File: src/rtl/obi_wb_bridge.sv
// obi_wb_bridge: converts an OBI request/grant/rvalid port into single-outstanding
// Wishbone classic master cycles, with bus-error propagation and a timeout watchdog.
module obi_wb_bridge #(
    parameter int ADDR_WIDTH     = 32,
    parameter int DATA_WIDTH     = 32,
    parameter int TIMEOUT_CYCLES = 1024,
    parameter int WORD_ALIGN     = 1
) (
    input  logic                    clk,
    input  logic                    rst_n,
    input  logic                    obi_req_i,
    output logic                    obi_gnt_o,
    input  logic                    obi_we_i,
    input  logic [DATA_WIDTH/8-1:0] obi_be_i,
    input  logic [ADDR_WIDTH-1:0]   obi_addr_i,
    input  logic [DATA_WIDTH-1:0]   obi_wdata_i,
    output logic                    obi_rvalid_o,
    output logic [DATA_WIDTH-1:0]   obi_rdata_o,
    output logic                    obi_err_o,
    output logic                    wb_cyc_o,
    output logic                    wb_stb_o,
    output logic                    wb_we_o,
    output logic [DATA_WIDTH/8-1:0] wb_sel_o,
    output logic [ADDR_WIDTH-1:0]   wb_adr_o,
    output logic [DATA_WIDTH-1:0]   wb_dat_o,
    input  logic [DATA_WIDTH-1:0]   wb_dat_i,
    input  logic                    wb_ack_i,
    input  logic                    wb_err_i,
    output logic                    timeout_o
);
    localparam int BW = DATA_WIDTH / 8;
    localparam int OFF = $clog2(BW);
    localparam logic [ADDR_WIDTH-1:0] ALIGN_MASK = (WORD_ALIGN != 0) ?
        ~((ADDR_WIDTH'(1) << OFF) - ADDR_WIDTH'(1)) : {ADDR_WIDTH{1'b1}};

    typedef enum logic [1:0] {IDLE, BUS, RESP} state_t;
    state_t state;
    logic   wd_hit;

    assign obi_gnt_o = (state == IDLE) && obi_req_i;
    assign wb_stb_o  = wb_cyc_o;
    // The watchdog only fires when the slave stays silent in its final cycle.
    assign timeout_o = wd_hit && !wb_ack_i && !wb_err_i;

    generate
        if (TIMEOUT_CYCLES > 0) begin : g_wd
            localparam int CW = $clog2(TIMEOUT_CYCLES + 1);
            logic [CW-1:0] cnt;
            always_ff @(posedge clk or negedge rst_n) begin
                if (!rst_n)
                    cnt <= '0;
                else if (obi_gnt_o)
                    cnt <= '0;
                else if (state == BUS)
                    cnt <= cnt + CW'(1);
            end
            assign wd_hit = (state == BUS) && (cnt == CW'(TIMEOUT_CYCLES - 1));
        end else begin : g_no_wd
            assign wd_hit = 1'b0;
        end
    endgenerate

    always_ff @(posedge clk or negedge rst_n) begin
        if (!rst_n) begin
            state        <= IDLE;
            obi_rvalid_o <= 1'b0;
            obi_rdata_o  <= '0;
            obi_err_o    <= 1'b0;
            wb_cyc_o     <= 1'b0;
            wb_we_o      <= 1'b0;
            wb_sel_o     <= '0;
            wb_adr_o     <= '0;
            wb_dat_o     <= '0;
        end else begin
            case (state)
                IDLE: begin
                    obi_rvalid_o <= 1'b0;
                    if (obi_req_i) begin
                        state    <= BUS;
                        wb_cyc_o <= 1'b1;
                        wb_we_o  <= obi_we_i;
                        wb_sel_o <= obi_be_i;
                        wb_adr_o <= obi_addr_i & ALIGN_MASK;
                        wb_dat_o <= obi_wdata_i;
                    end
                end
                BUS: begin
                    if (wb_err_i || wb_ack_i || wd_hit) begin
                        state        <= RESP;
                        wb_cyc_o     <= 1'b0;
                        obi_rvalid_o <= 1'b1;
                        obi_err_o    <= wb_err_i || !wb_ack_i;
                        obi_rdata_o  <= (wb_ack_i && !wb_err_i && !wb_we_o) ? wb_dat_i : '0;
                    end
                end
                RESP: begin
                    state        <= IDLE;
                    obi_rvalid_o <= 1'b0;
                end
                default: state <= IDLE;
            endcase
        end
    end
endmodule

File: config.mk
export PLATFORM = sky130hd
export DESIGN_NAME = obi_wb_bridge
export DESIGN_NICKNAME = d
export VERILOG_FILES = /design/src/rtl/obi_wb_bridge.sv
export SDC_FILE = /design/constraint.sdc
export NUM_CORES = 1
export LEC_CHECK = 0
export CAP_MARGIN = 25
export CORE_MARGIN = 2
export CORE_UTILIZATION = 41
export CTS_BUF_LIST = sky130_fd_sc_hd__clkbuf_8 sky130_fd_sc_hd__clkbuf_16
export DETAILED_ROUTE_END_ITERATION = 7
export PLACE_DENSITY = 0.86
export SYNTH_ARGS = -nofsm -noshare
export SYNTH_HDL_FRONTEND = slang
export SYNTH_SLANG_ARGS = --single-unit
File: constraint.sdc
create_clock -name clk -period 2.3 [get_ports clk]
set_input_delay 0.46 -clock clk [delete_from_list [all_inputs] [get_ports clk]]
set_output_delay 0.46 -clock clk [all_outputs]
set_load 0.01 [all_outputs]
==> results by group, run 1 <==
Status
  – Status: finished, violations left
  – Failing checks: setup timing

Routing
  – DRT antenna net count: 0
  – 1st-iter DRT viols: 184
  – Drt pass-1 iters: 4
  – DRC: 0
  – Routed wire per std cell: ~15 um
  – Final WL: 12,600 um
  – Via count: a little over 4,000
  – Via density per instance: ~4.9

Power
  – Leakage: 3.50 nW
  – Clock power share: between 20% and 30%
  – Max rail drop VDD: between 0.6 and 0.7 mV
  – Internal power: ~0.0055 W
  – Flop pwr share: between 30% and 40%
  – Pwr/cell area: between 1000 and 1500 nW/um^2
  – Switch share: a little over 30%
  – Logic pwr share: 33.2%
  – NetSw: around 0.0025 W

Place
  – Placed cell area: 6720 um^2
  – Buffers on Ports: 208
  – Placer Congestion: 0.757
  – HPWL Detailed: 8750 um
  – Place WS: -0.0703 ns

Synth
  – Post-synth EDFFs: 0
  – Yosys synthesis warning count: 0
  – Main flop type after synthesis: dfrtp_1
  – Seq/Total Area, Yosys: between 60% and 70%
  – Post-Syn Instances: about 440
  – Synth Area per Inst: 10.1 um^2
  – FFs w/ async S/R, synth: 100%
  – Post-Syn Area: roughly 4400 um^2
  – #FFs+latches synth: roughly 120
  – Distinct cells, synth: 34

Critical path
  – Largest stage delay, worst path: roughly 0.54 ns
  – Critical path's slowest cell: or4_4
  – Worst EP required: 1.84 ns
  – CP startpoint: g_wd.cnt[7]
  – Reg2Reg Setup Slack: ~0.29 ns
  – WS Path Type: register to output pin
  – Worst Path Arrival: 1.92 ns
  – RR Startpoint: g_wd.cnt[7]
  – Crit start category: register
  – Critical-path maximum fanout: 5
  – Reg-to-reg endpoint: obi_rdata_o[12]
  – Worst r2r path cells: 6
  – Crit end category: output pin
  – CP Cell Sequence: nand3b_1, or4_4, nor3_2, buf_2
  – Crit path to: timeout_o

Final layout
  – Filler instances: 798
  – Antenna Cells: 0
  – Area Growth Syn to Fin: 64.4%
  – Most frequent cells in the layout: 212 x nand2_1, 205 x clkdlybuf4s50_1, 115 x dfrtp_1, 32 x a22o_1, 23 x buf_4
  – Commonest non-fill, non-tap cell in the layout: nand2_1
  – Utilization after layout: around two thirds
  – Design area: ~7300 um^2
  – Ratio of cells with drive above 1 in the final layout: a little under a tenth
  – Nets: around 770

GRT
  – Global-route wire length before repair: between 20,000 and 25,000 um
  – Global-route usage over all layers: around 22%
  – Vias in the first global route: between 4,000 and 5,000
  – Largest net degree at the start of global routing: 76
  – Total grt overflow: 0
  – Initial antenna violation count: 0

Clocking
  – CTS Buffer Depth: 2
  – Sink Count: 115
  – CTS tree: built
  – Root Buffer: clkbuf_8
  – Skew-Pair Late Insertion Delay: 0.50 ns
  – Clock transition at the registers of the reported paths: 0.06 ns
  – Total CTS buffers: 17
  – Clock H-tree levels: 4

Timing
  – Final worst slack: -0.0776 ns
  – RSZ-0062 raised after global routing: yes
  – Fmax: 0.421 GHz
  – Tmin final: about 2.4 ns
  – Final setup skew: between 0.01 and 0.015 ns
  – Final worst path period share: 103%
  – Slew margin rel.: 47.4%
  – Tightest Pin Transition: about 0.79 ns
  – Final Hold Vio Count: 0
  – Slew Limit Fails: 0
  – # setup viols final: 1

Die
  – Die ar.: around 12,000 um^2
  – Top Ports: about 210
  – Initial Util: between 40% and 50%
  – # rows: 38
  – CORE AREA: 10,700 um^2
  – Chip Width: approximately 110 um
  – Die Ht: 108 um

Flow run
  – Max Cap Violations: 0

Worst hold path
  – Min-Delay Path Class: input pin to async pin
==> worst min path at each step <==
stage / cells after the start / endpoint / slack [ns]
detailed placement: 1 / wb_dat_o[12] / 0.44
global route: 2 / wb_dat_o[12] / 0.47
global placement: 1 / wb_dat_o[11] / 0.44
floorplan: 0 / g_wd.cnt[0] / 0.16
CTS: 2 / wb_adr_o[8] / 0.45
finish: 2 / wb_dat_o[12] / 0.45
==> what timing repair did <==
item	CTS	global route
gates resized for setup	9	0
setup buffers	0	3
endpoints found under the setup margin	2	1
endpoints found under the hold margin	32	0
hold buffers	1	0
pin swaps	0	3
==> cell families (layout without fill, tap and decap cells) <==
logic type,count (synthesis),after routing,share of synthesized area (%)
xor gates and xnor gates,1,1,0.197
DFF,115,115,64.8
buffers and inverters,30,266,3.72
and+or+nand+nor,238,238,21.4
other,1,2,0.0844
adders and majority gates,1,1,0.281
AOI/OAI and AO/OA,55,55,9.57
==> layout make-up <==
class	instances	area [um^2]	area share, %
sequential	115	2880	39.4
clock inverter	15	133	1.82
tap	140	175	2.40
clock buffer	17	414	5.67
inverter	2	7.51	0.103
timing repair buffer	232	2270	31.0
multi-input combinational	297	1430	19.6
==> routing by layer <==
| metal | vias up | wire [um] | track usage, % |
|---|---|---|---|
| met5 | - | 0 | 0 |
| met4 | 0 | 291 | 9.07 |
| met3 | 24 | 874 | 7.53 |
| met2 | 155 | 6550 | 38.9 |
| met1 | 1972 | 4920 | 25.3 |
| li1 | 1885 | - | - |
==> sequential cells by signal (all words and copies together), names as in the netlist <==
register / flops
obi_rvalid_o: 1
wb_dat_o: 32
g_wd.cnt: 11
wb_cyc_o: 1
obi_rdata_o: 32
wb_we_o: 1
wb_adr_o: 30
obi_err_o: 1
wb_sel_o: 4
state: 2
==> cell usage after synthesis, drive strengths merged (3+ instances only) <==
library cell,count,area [um^2]
nand2,213,800
dfrtp,115,2880
a22o,32,280
clkbuf,15,56.3
buf,13,101
o21ai,9,45.0
nor2,6,22.5
nand3,5,25.0
nor3,4,20.0
nand4,3,18.8
==> critical path, delay by kind of cell (launching register included) <==
family | cells | cell delay (ns)
buf+inv | 1 | 0.17
simple gates | 3 | 0.83
flops | 1 | 0.43
==> power by group through the flow <==
stage                     clock (W)  combinational [W]  sequential, W
after floorplan                   0           0.000741        0.00324
after global placement            0            0.00258        0.00296
after detailed placement          0            0.00265        0.00300
after CTS                   0.00243            0.00269        0.00299
after global routing        0.00254            0.00290        0.00306
final                       0.00238            0.00266        0.00299
==> through the flow <==
| step | total power, W | setup TNS, ns | hold slack, ns | instances |
|---|---|---|---|---|
| finish | 0.00803 | -0.0776 | 0.448 | 818 |
| detailed placement | 0.00565 | -0.0703 | 0.444 | 782 |
| global route | 0.00850 | -0.146 | 0.467 | 818 |
| floorplan | 0.00399 | 0 | 0.164 | 442 |
| CTS | 0.00810 | -0.120 | 0.453 | 815 |
| global placement | 0.00554 | -0.0208 | 0.437 | 782 |
(Power assumes the default switching activity.)
==> inputs of run 2 (changes only) <==
- GPL_ROUTABILITY_DRIVEN: not set -> 0
- SLEW_MARGIN: not set -> 40
==> results of run 2 <==
No change in the layout: final DEF, timing and power equal those of run 1.
